**src/rtl/pix_stream_tx.sv**
```systemverilog
// pix_stream_tx: reads a frame buffer in raster order and emits it as a ready/valid pixel stream.
// Optional macro PIX_STREAM_TX_SOF_EN adds m_user, a start-of-frame flag on the first pixel.
module pix_stream_tx (
  input  logic        clk,
  input  logic        rst_n,
  input  logic        start,
  input  logic [10:0] width_m1,
  input  logic [10:0] height_m1,
  output logic [21:0] fb_raddr,
  output logic        fb_ren,
  input  logic [7:0]  fb_rdata,
  output logic [7:0]  m_data,
  output logic        m_valid,
  output logic        m_last,
  output logic        m_keep,
  input  logic        m_ready,
  output logic        busy,
  output logic        done
`ifdef PIX_STREAM_TX_SOF_EN
  ,
  output logic        m_user
`endif
);

`ifdef PIX_STREAM_TX_SOF_EN
  localparam int TW = 10;
`else
  localparam int TW = 9;
`endif

  typedef enum logic [1:0] {IDLE = 2'd0, RUN = 2'd1, DRAIN = 2'd2} state_t;

  state_t        state_r;
  logic [10:0]   w_r, h_r, col_r, row_r;
  logic [21:0]   addr_r;
  logic          fb_ren_r;
  logic [21:0]   fb_raddr_r;
  logic          ren_last_r;
  logic          pend_r, pend_last_r;
  logic [TW-1:0] mem_r [2];
  logic          rd_ptr_r, wr_ptr_r;
  logic [1:0]    count_r;
  logic          busy_r, done_r;
`ifdef PIX_STREAM_TX_SOF_EN
  logic          ren_first_r, pend_first_r;
`endif

  logic [TW-1:0] pend_word_s, head_s, out_word_s;
  logic [2:0]    entries_s;
  logic          valid_s, pop_s, push_s, fifo_pop_s, room_s, issue_s;
  logic          last_col_s, last_read_s, final_s;

`ifdef PIX_STREAM_TX_SOF_EN
  assign pend_word_s = {pend_first_r, pend_last_r, fb_rdata};
`else
  assign pend_word_s = {pend_last_r, fb_rdata};
`endif

  assign head_s      = mem_r[rd_ptr_r];
  assign valid_s     = (count_r != 2'd0) | pend_r;
  assign pop_s       = valid_s & m_ready;
  // Returning read data bypasses the FIFO only when it is empty and the datum is taken at once.
  assign push_s      = pend_r & ~((count_r == 2'd0) & pop_s);
  assign fifo_pop_s  = pop_s & (count_r != 2'd0);
  assign entries_s   = {1'b0, count_r} + {2'b00, pend_r} + {2'b00, fb_ren_r};
  assign room_s      = (entries_s - {2'b00, pop_s}) < 3'd2;
  assign issue_s     = (state_r == RUN) & room_s;
  assign last_col_s  = (col_r == w_r);
  assign last_read_s = last_col_s & (row_r == h_r);
  assign final_s     = (state_r == DRAIN) & pop_s & (entries_s == 3'd1);

  // Output word: FIFO head first, else the datum arriving from the frame buffer, else zero.
  always_comb begin
    out_word_s = {TW{1'b0}};
    if (count_r != 2'd0) begin
      out_word_s = head_s;
    end else if (pend_r) begin
      out_word_s = pend_word_s;
    end else begin
      out_word_s = {TW{1'b0}};
    end
  end

  assign m_data   = out_word_s[7:0];
  assign m_last   = out_word_s[8];
  assign m_valid  = valid_s;
  assign m_keep   = 1'b1;
  assign fb_ren   = fb_ren_r;
  assign fb_raddr = fb_raddr_r;
  assign busy     = busy_r;
  assign done     = done_r;
`ifdef PIX_STREAM_TX_SOF_EN
  assign m_user   = out_word_s[9];
`endif

  // Frame sequencer: accepts start, walks col/row and issues reads under FIFO credit.
  always_ff @(posedge clk or negedge rst_n) begin
    if (!rst_n) begin
      state_r    <= IDLE;
      w_r        <= 11'd0;
      h_r        <= 11'd0;
      col_r      <= 11'd0;
      row_r      <= 11'd0;
      addr_r     <= 22'd0;
      fb_ren_r   <= 1'b0;
      fb_raddr_r <= 22'd0;
      ren_last_r <= 1'b0;
      busy_r     <= 1'b0;
      done_r     <= 1'b0;
`ifdef PIX_STREAM_TX_SOF_EN
      ren_first_r <= 1'b0;
`endif
    end else begin
      fb_ren_r <= 1'b0;
      done_r   <= final_s;
      case (state_r)
        IDLE: begin
          if (start) begin
            w_r        <= width_m1;
            h_r        <= height_m1;
            fb_ren_r   <= 1'b1;
            fb_raddr_r <= 22'd0;
            ren_last_r <= (width_m1 == 11'd0);
            addr_r     <= 22'd1;
            busy_r     <= 1'b1;
`ifdef PIX_STREAM_TX_SOF_EN
            ren_first_r <= 1'b1;
`endif
            if (width_m1 == 11'd0) begin
              col_r <= 11'd0;
              row_r <= 11'd1;
            end else begin
              col_r <= 11'd1;
              row_r <= 11'd0;
            end
            if ((width_m1 == 11'd0) && (height_m1 == 11'd0)) begin
              state_r <= DRAIN;
            end else begin
              state_r <= RUN;
            end
          end
        end
        RUN: begin
          if (issue_s) begin
            fb_ren_r   <= 1'b1;
            fb_raddr_r <= addr_r;
            ren_last_r <= last_col_s;
            addr_r     <= addr_r + 22'd1;
`ifdef PIX_STREAM_TX_SOF_EN
            ren_first_r <= 1'b0;
`endif
            if (last_col_s) begin
              col_r <= 11'd0;
              row_r <= row_r + 11'd1;
            end else begin
              col_r <= col_r + 11'd1;
            end
            if (last_read_s) begin
              state_r <= DRAIN;
            end
          end
        end
        DRAIN: begin
          if (final_s) begin
            state_r <= IDLE;
            busy_r  <= 1'b0;
          end
        end
        default: begin
          state_r <= IDLE;
          busy_r  <= 1'b0;
        end
      endcase
    end
  end

  // Read-return tracking and the 2-entry output FIFO.
  always_ff @(posedge clk or negedge rst_n) begin
    if (!rst_n) begin
      pend_r      <= 1'b0;
      pend_last_r <= 1'b0;
      mem_r[0]    <= {TW{1'b0}};
      mem_r[1]    <= {TW{1'b0}};
      rd_ptr_r    <= 1'b0;
      wr_ptr_r    <= 1'b0;
      count_r     <= 2'd0;
`ifdef PIX_STREAM_TX_SOF_EN
      pend_first_r <= 1'b0;
`endif
    end else begin
      pend_r      <= fb_ren_r;
      pend_last_r <= ren_last_r;
`ifdef PIX_STREAM_TX_SOF_EN
      pend_first_r <= ren_first_r;
`endif
      if (push_s) begin
        mem_r[wr_ptr_r] <= pend_word_s;
        wr_ptr_r        <= ~wr_ptr_r;
      end
      if (fifo_pop_s) begin
        rd_ptr_r <= ~rd_ptr_r;
      end
      count_r <= count_r + {1'b0, push_s} - {1'b0, fifo_pop_s};
    end
  end

endmodule
```
**config.mk**
```make
export PLATFORM = sky130hd
export DESIGN_NAME = pix_stream_tx
export DESIGN_NICKNAME = d
export VERILOG_FILES = /design/src/rtl/pix_stream_tx.sv
export SDC_FILE = /design/constraint.sdc
export NUM_CORES = 1
export LEC_CHECK = 0
export CORE_UTILIZATION = 40
export CTS_CLUSTER_DIAMETER = 120
export DETAILED_ROUTE_END_ITERATION = 10
export GPL_ROUTABILITY_DRIVEN = 0
export GPL_TIMING_DRIVEN = 0
export MAX_ROUTING_LAYER = met4
export PLACE_DENSITY = 0.68
export SLEW_MARGIN = 15
export SYNTH_ARGS = -nofsm -noshare
export SYNTH_HDL_FRONTEND = slang
export SYNTH_SLANG_ARGS = --single-unit
```
**constraint.sdc**
```tcl
create_clock -name clk -period 3.9 [get_ports clk]
set_clock_uncertainty 0.15 [all_clocks]
set_input_delay 0.39 -clock clk [delete_from_list [all_inputs] [get_ports clk]]
set_output_delay 0.39 -clock clk [all_outputs]
set_load 0.02 [all_outputs]
```
==> Implementation_results.wiki, run 1 <==
{| class="wikitable"
! Metric !! Value
|-
| All-layer global routing usage || 0.204
|-
| Power dissipated by switching net loads || roughly 2000 µW
|-
| Detailed placer's ending HPWL || 9330 µm
|-
| Register clock-pin slew on the reported worst setup and hold paths || 0.05 ns
|-
| Startpoint of the worst register-to-register path || fb_ren
|-
| Number of global-route vias before repair || 4630
|-
| Buffers added on ports || 68
|-
| Proportion of power drawn by combinational gates || 0.379
|-
| Synth warnings || 0
|-
| Maximum fanout count along the critical path || 10
|-
| Worst Min Path Start || ren_last_r
|-
| Inserted Clock Buffers || 17
|-
| Placed cell count || 799
|-
| Least-Margin Pin Slew || about 0.81 ns
|-
| Setup Crit Path Kind || flip-flop to flip-flop
|-
| Hold Fails Final Rpt || 0
|-
| Number of maximum-capacitance constraint violations || 0
|-
| Critical path launch point type || flip-flop
|-
| Internal cell power || around 3500 µW
|-
| RSZ-0062 raised after global routing || false
|-
| Register bit count reported by yosys || roughly 120
|-
| Mapped Avg Cell Area || 10.4 µm²
|-
| Total negative setup slack || 0 ns
|-
| Normalized max-slew margin || 0.458
|-
| Sink count of the clock tree || 118
|-
| Final nets || 681
|-
| Area growth from synthesis to layout || 27.3%
|-
| Cell area after technology mapping || 5740 µm²
|-
| Initial core utilization || 0.412
|-
| Root buffer selected by CTS || sky130_fd_sc_hd__clkbuf_16
|-
| Wire length of the first global-routing pass || 22500 µm
|-
| Sequential share of the synthesized area || 0.514
|-
| Synthesized net count || 592
|-
| Drt first pass iters || 4
|-
| Power density relative to cell area || 757 nW/µm²
|-
| Nature of the critical path endpoint || flip-flop
|-
| Total setup buffers inserted after CTS || 0
|-
| GRT Residual Overflow || 0
|-
| Arrival time of the worst setup path || 3.46 ns
|-
| DRT antenna net count || 0
|-
| Number of vias in the routed layout || 4451
|-
| Register share of total power || 0.327
|-
| Die Span X || between 100 and 150 µm
|-
| Full die area || 14800 µm²
|-
| Largest net degree at the start of global routing || 79
|-
| Primary flip-flop cell chosen by synthesis mapping || sky130_fd_sc_hd__dfrtp_1
|-
| Filler instances || 1214
|-
| Std-Cell Core Area || 13900 µm²
|-
| Largest voltage drop on the vdd net || between 400 and 500 µV
|-
| Bufs on Longest Clock Path || 2
|-
| Utilization after layout || 0.524
|-
| Count of cell types in the netlist || 50
|-
| Initial antenna violation count || 0
|-
| Number of DRC markers in iteration 0 || 224
|-
| Part of the power in the clock network || 0.294
|-
| H-tree Lvls || 4
|-
| Max Clk Rate || 307 MHz
|-
| Number of pins with negative max-slew slack in the final report || 0
|-
| Startpoint of the worst setup timing path || fb_ren
|-
| Count of placed standard cells in the final layout, fillers left out || 832
|-
| Final routed wire length divided by cell count || 16.0 µm
|-
| DRC || 0
|-
| Count of boundary I/O pins || 70
|-
| Clock insertion delay at the later pin of the skew report || 0.42 ns
|-
| Count of flip-flops with a built-in enable after synthesis || 0
|-
| Detailed Route WL || 13300 µm
|-
| Static leakage || between 0.003 and 0.004 µW
|-
| Via density per instance || roughly 5.3
|-
| Worst hold path class || flip-flop to flip-flop
|-
| Period utilisation layout || 0.836
|-
| Async set-reset flop share out of synthesis || 1.00
|-
| Switching power as a share of total power || 0.363
|-
| TritonCTS clock tree || built
|-
| Number of antenna diodes || 0
|-
| Fraction of layout instances using a drive strength above 1 || 0.137
|-
| Critical path data required time || 4.10 ns
|-
| Final setup violating endpoints || 0
|-
| Synthesized netlist cell count || 550
|-
| DIE HEIGHT || 122 µm
|-
| Outcome || finished, final reports clean
|-
| Min Tclk post-route || 3.26 ns
|-
| Count of standard-cell rows || 43
|}
==> per-stage QoR <==
stage               cell area, µm²  worst slack (ns)  power (µW)  hold slack [ns]
floorplan                     5740              1.02        3210          -0.0556
global placement              6650             -2.20        3850            0.224
detailed placement            6670             0.642        3930            0.183
CTS                           7300             0.608        5580            0.239
global route                  7300             0.381        5900            0.246
finish                        7300             0.638        5530            0.236
==> cell families (layout without fill, tap and decap cells) <==
kind of cell | after synthesis | in the layout | share of synthesized area
AND/OR/NAND/NOR | 228 | 228 | 0.201
flip-flops | 118 | 118 | 0.514
AO/OA/AOI/OAI | 59 | 59 | 0.0682
multiplexers | 51 | 51 | 0.0981
XOR/XNOR | 47 | 47 | 0.0717
buffers and inverters | 38 | 140 | 0.0273
adder cells (fa/ha/maj) | 8 | 8 | 0.0187
other | 1 | 1 | 0.000653
==> cell type report <==
cell class                      count  area, µm²  area share
Tap cell                          180        225      0.0308
Inverter                            7       26.3     0.00360
Buffer                             31        130      0.0178
Clock buffer                       24        502      0.0687
Timing Repair Buffer               70        719      0.0985
Clock inverter                      8        119      0.0163
Sequential cell                   118       2950       0.404
Multi-Input combinational cell    394       2630       0.360
==> routing by layer <==
metal | global-route usage | up-vias | share of wire
li1 | - | 2137 | -
met1 | 0.257 | 2198 | 0.47
met2 | 0.310 | 94 | 0.47
met3 | 0.0482 | 22 | 0.040
met4 | 0.0918 | 0 | 0.020
met5 | - | - | 0
==> flip-flops by register name, indices dropped and copies added, names as in the netlist, 2 cells and up <==
signal,cells
col_r,11
count_r,2
row_r,11
mem_r,18
h_r,11
addr_r,22
state_r,2
fb_raddr,22
w_r,11
==> path summary, 6_finish.rpt <==
path | endpoint | slack [ns] | cells past startpoint
max | fb_raddr[18] | 0.64 | 11
min | pend_last_r | 0.24 | 0
min in group asynchronous | h_r[3] | 0.31 | 2
max reg2reg | fb_raddr[18] | 0.64 | 11
max in group asynchronous | addr_r[19] | 2.60 | 3
min reg2reg | pend_last_r | 0.24 | 0
==> critical path, cell delays in order (launching register included) <==
cell and delay [ns]:
sky130_fd_sc_hd__dfrtp_1 0.43, sky130_fd_sc_hd__fa_1 0.43, sky130_fd_sc_hd__ha_1 0.30, sky130_fd_sc_hd__inv_1 0.04, sky130_fd_sc_hd__ha_1 0.31, sky130_fd_sc_hd__and3b_1 0.18
sky130_fd_sc_hd__a21oi_2 0.35, sky130_fd_sc_hd__buf_2 0.32, sky130_fd_sc_hd__buf_2 0.27, sky130_fd_sc_hd__buf_2 0.26, sky130_fd_sc_hd__nand2_1 0.08, sky130_fd_sc_hd__nand2_1 0.06
==> placed cells by master (no fill, tap or decap), drive strengths merged, types with 2 or more instances in the layout <==
master         netlist  routed
mux2                42      42
mux2i                9       9
xnor2               23      23
xor2                24      24
o211ai               3       3
nand2b               2       2
inv                  7       7
or3                  6       6
clkdlybuf4s50        0      67
o21ai               18      18
or4                  3       3
a21oi                9       9
nor2b                4       4
buf                 11      13
nand3               54      54
and2                 3       3
clkinv               0       5
ha                   7       7
o31ai                3       3
and3                 9       9
nor3                 5       5
nor4                21      21
a31oi                7       7
bufinv               0       3
nor2                35      35
nand4               12      12
and4                 2       2
a22o                 9       9
dfrtp              118     118
a21o                 5       5
nand2               66      66
nor3b                2       2
clkbuf              20      44
==> synth_stat cells (all sizes together), types with 11 or more instances <==
cell | instances | area (µm²)
xor2 | 24 | 210
dfrtp | 118 | 2950
nor4 | 21 | 150
o21ai | 18 | 90.1
xnor2 | 23 | 201
nand2 | 66 | 248
mux2 | 42 | 473
nand3 | 54 | 270
clkbuf | 20 | 75.1
buf | 11 | 55.1
nand4 | 12 | 75.1
nor2 | 35 | 131
==> power groups by stage <==
stage / Sequential [µW] / Clock [µW] / Combinational [µW]
final: 1810 / 1630 / 2100
after floorplan: 1780 / 0 / 1440
after global routing: 1850 / 1720 / 2330
after global placement: 1810 / 0 / 2040
after CTS: 1810 / 1650 / 2120
after detailed placement: 1830 / 0 / 2100
==> repair_timing <==
action	CTS	global route
endpoints found under the hold margin	40	0
endpoints found under the setup margin	0	0
resized for setup	0	0
hold buffers	1	0
Note: power is estimated with default switching activity, not from simulation.
==> run 2: changes to the inputs <==
--- a/config.mk
+++ b/config.mk
@@ -11,7 +11,7 @@
 export GPL_ROUTABILITY_DRIVEN = 0
 export GPL_TIMING_DRIVEN = 0
 export MAX_ROUTING_LAYER = met4
-export PLACE_DENSITY = 0.68
+export PLACE_DENSITY = 0.7
 export SLEW_MARGIN = 15
 export SYNTH_ARGS = -nofsm -noshare
 export SYNTH_HDL_FRONTEND = slang
==> constraint.sdc (replaced) <==
create_clock -name clk -period 3 [get_ports clk]
set_clock_uncertainty 0.15 [all_clocks]
set_input_delay 0.3 -clock clk [delete_from_list [all_inputs] [get_ports clk]]
set_output_delay 0.3 -clock clk [all_outputs]
set_load 0.02 [all_outputs]
==> Implementation_results.wiki, run 2 (same netlist as run 1, synthesis figures left out) <==
{| class="wikitable"
! Metric !! Value
|-
| Outcome || finished, final reports clean
|-
| Buffers added on ports || 68 (unchanged)
|-
| Cell depth of the worst min-delay path || 0 (unchanged)
|-
| Final setup violating endpoints || 0 (unchanged)
|-
| Number of antenna diodes || 0 (unchanged)
|-
| Maximum fanout count along the critical path || 10 (unchanged)
|-
| Min Tclk post-route || 2.85 ns (-0.409 ns)
|-
| Drt first pass iters || 4 (unchanged)
|-
| Hold Fails Final Rpt || 0 (unchanged)
|-
| Die Span X || 122 µm (unchanged)
|-
| Top routing layer in use || met4
|-
| Switching power as a share of total power || 0.358 (-0.00413)
|-
| GRT Residual Overflow || 0 (unchanged)
|-
| Internal cell power || 4810 µW (+36%)
|-
| Power dissipated by switching net loads || 2690 µW (+34%)
|-
| Length of routed wiring on met1 || 6210 µm (about the same)
|-
| Power density relative to cell area || 1010 nW/µm² (+33%)
|-
| Final routed wire length divided by cell count || 15.9 µm (-0.57%)
|-
| Setup Crit Path Kind || flip-flop to flip-flop
|-
| DR WL met3 || 446 µm (-15%)
|-
| Startpoint of the worst register-to-register path || count_r[0]
|-
| Arrival time of the worst setup path || 2.99 ns (-0.47 ns)
|-
| All-layer global routing usage || 0.198 (-0.00533)
|-
| Top cell family by delay on the critical path || adder cells
|-
| Inserted Clock Buffers || 17 (unchanged)
|-
| Static leakage || 0.00324 µW (+1.2%)
|-
| Register clock-pin slew on the reported worst setup and hold paths || 0.05 ns (about the same)
|-
| DIE HEIGHT || 122 µm (unchanged)
|-
| Std-Cell Core Area || 13900 µm² (unchanged)
|-
| Worst Reg2Reg Path Length in Cells || 10 (-1)
|-
| Wire length of the first global-routing pass || 22000 µm (-2.1%)
|-
| Area growth from synthesis to layout || 30.0%
|-
| Initial antenna violation count || 0 (unchanged)
|-
| Root buffer selected by CTS || sky130_fd_sc_hd__clkbuf_16
|-
| TritonCTS clock tree || built
|-
| RSZ-0062 raised after global routing || false
|-
| Largest voltage drop on the vdd net || 573 µV (+40%)
|-
| Filler instances || 1214 (unchanged)
|-
| Footprint of the multi-input gates || 2720 µm² (+3.6%)
|-
| Proportion of power drawn by combinational gates || 0.396 (+0.017)
|-
| H-tree Lvls || 4 (unchanged)
|-
| DP Worst Slack || -0.220 ns (-0.861 ns)
|-
| Most common cell after layout, fill and taps aside || sky130_fd_sc_hd__dfrtp_1
|-
| Most frequent cell on the critical path || sky130_fd_sc_hd__ha_4
|-
| Startpoint of the worst setup timing path || count_r[0]
|-
| Critical path launch point type || flip-flop
|-
| Number of maximum-capacitance constraint violations || 0 (unchanged)
|-
| Sink count of the clock tree || 118 (unchanged)
|-
| Least-Margin Pin Slew || 0.831 ns (+0.0206 ns)
|-
| Part of the power in the clock network || 0.290 (-0.004)
|-
| Number of cells on the critical path || 10 (-1)
|-
| Final Power || 7500 µW (+36%)
|-
| Via density per instance || 5.38 (+0.62%)
|-
| Crit path cell chain || fa_2 -> ha_4 -> inv_1 -> ha_4 -> and3b_2 -> a21oi_4 -> buf_6 -> nor4_1 -> xnor2_1 -> nor2_1
|-
| Detailed Route WL || 13300 µm (-0.45%)
|-
| Register-to-register path setup slack || 0.15 ns (-0.49 ns)
|-
| Count of boundary I/O pins || 70 (unchanged)
|-
| DRT antenna net count || 0 (unchanged)
|-
| Fraction of layout instances using a drive strength above 1 || 0.167 (+0.0304)
|-
| Number of pins with negative max-slew slack in the final report || 0 (unchanged)
|-
| Total negative setup slack || 0 ns (unchanged)
|-
| Detailed placer's ending HPWL || 9290 µm (-0.49%)
|-
| Critical path data required time || 3.13 ns (-0.97 ns)
|-
| Worst path max stage delay || 0.42 ns (about the same)
|-
| Number of DRC markers in iteration 0 || 281 (+25%)
|-
| Largest net degree at the start of global routing || 75 (-5.1%)
|-
| Bufs on Longest Clock Path || 2 (unchanged)
|-
| CP max stage cell || sky130_fd_sc_hd__dfrtp_1
|-
| Number of global-route vias before repair || 4479 (-3.3%)
|-
| Initial core utilization || 0.412 (unchanged)
|-
| Worst Min Path Start || ren_last_r
|-
| Nature of the critical path endpoint || flip-flop
|-
| Met2 wire length || 6430 µm (+1.8%)
|-
| Clock insertion delay at the later pin of the skew report || 0.41 ns (about the same)
|-
| Final nets || 683 (+0.29%)
|-
| Register share of total power || 0.314 (-0.013)
|-
| Full die area || 14800 µm² (unchanged)
|-
| Number of vias in the routed layout || 4484 (+0.74%)
|-
| Worst hold path class || flip-flop to flip-flop
|-
| Utilization after layout || 0.536 (+0.0113)
|-
| Count of buffering cells on the critical path with inverters included || 2 (-2)
|-
| Area taken by flip-flops and latches || 2950 µm² (unchanged)
|-
| Count of standard-cell rows || 43 (unchanged)
|-
| DRC || 0 (unchanged)
|-
| Period utilisation layout || 0.951 (+0.114)
|-
| Final worst slack || 0.147 ns (-0.491 ns)
|-
| Normalized max-slew margin || 0.444 (-0.0138)
|-
| Max Clk Rate || 351 MHz (+14%)
|-
| Most frequent cells in the layout || sky130_fd_sc_hd__dfrtp_1 (118), sky130_fd_sc_hd__clkdlybuf4s50_1 (67), sky130_fd_sc_hd__nand2_1 (66), sky130_fd_sc_hd__nand3_1 (54), sky130_fd_sc_hd__mux2_2 (41)
|}
[run 2: power groups by stage]
stage / Combinational (µW) / Sequential (µW) / Clock, µW
2_1_floorplan: 1870 / 2310 / 0
3_3_place_gp: 2650 / 2360 / 0
3_5_place_dp: 2740 / 2380 / 0
4_1_cts: 2830 / 2360 / 2200
5_1_grt: 3260 / 2420 / 2290
6_report: 2970 / 2350 / 2170
[run 2: area by class of cell]
cell class | count | share of cell area
clock buffer | 23 | 0.0654
sequential | 118 | 0.396
tap | 180 | 0.0302
multi-input combinational | 394 | 0.365
clock inverter | 8 | 0.0194
buffer | 30 | 0.0216
timing repair buffer | 73 | 0.0991
inverter | 7 | 0.00352
[run 2: final timing paths]
path / to
max: addr_r[17]
min: pend_last_r
max reg2reg: addr_r[17]
min reg2reg: pend_last_r
max in group asynchronous: row_r[0]
min in group asynchronous: h_r[3]
[run 2: layer usage]
metal  global-route usage  up-vias
met3               0.0431       15
met1                0.250     2237
li1                     -     2146
met4               0.0810        0
met2                0.309       86
met5                    -        -
[run 2: metrics by stage]
| stage | area [µm²] | std cells | hold slack [ns] |
|---|---|---|---|
| 5_1_grt | 7460 | 833 | 0.259 |
| 3_3_place_gp | 6650 | 798 | 0.226 |
| 2_1_floorplan | 5740 | 550 | -0.146 |
| 3_5_place_dp | 6670 | 799 | 0.103 |
| 4_1_cts | 7350 | 831 | 0.240 |
| 6_report | 7460 | 833 | 0.231 |
[run 2: timing repair]
item	in CTS	in global routing
hold buffers	1	0
setup buffers	0	2
gates cloned	0	1
setup endpoints to repair	52	49
endpoints found under the hold margin	44	0
resized for setup	11	23
pin swaps	1	5
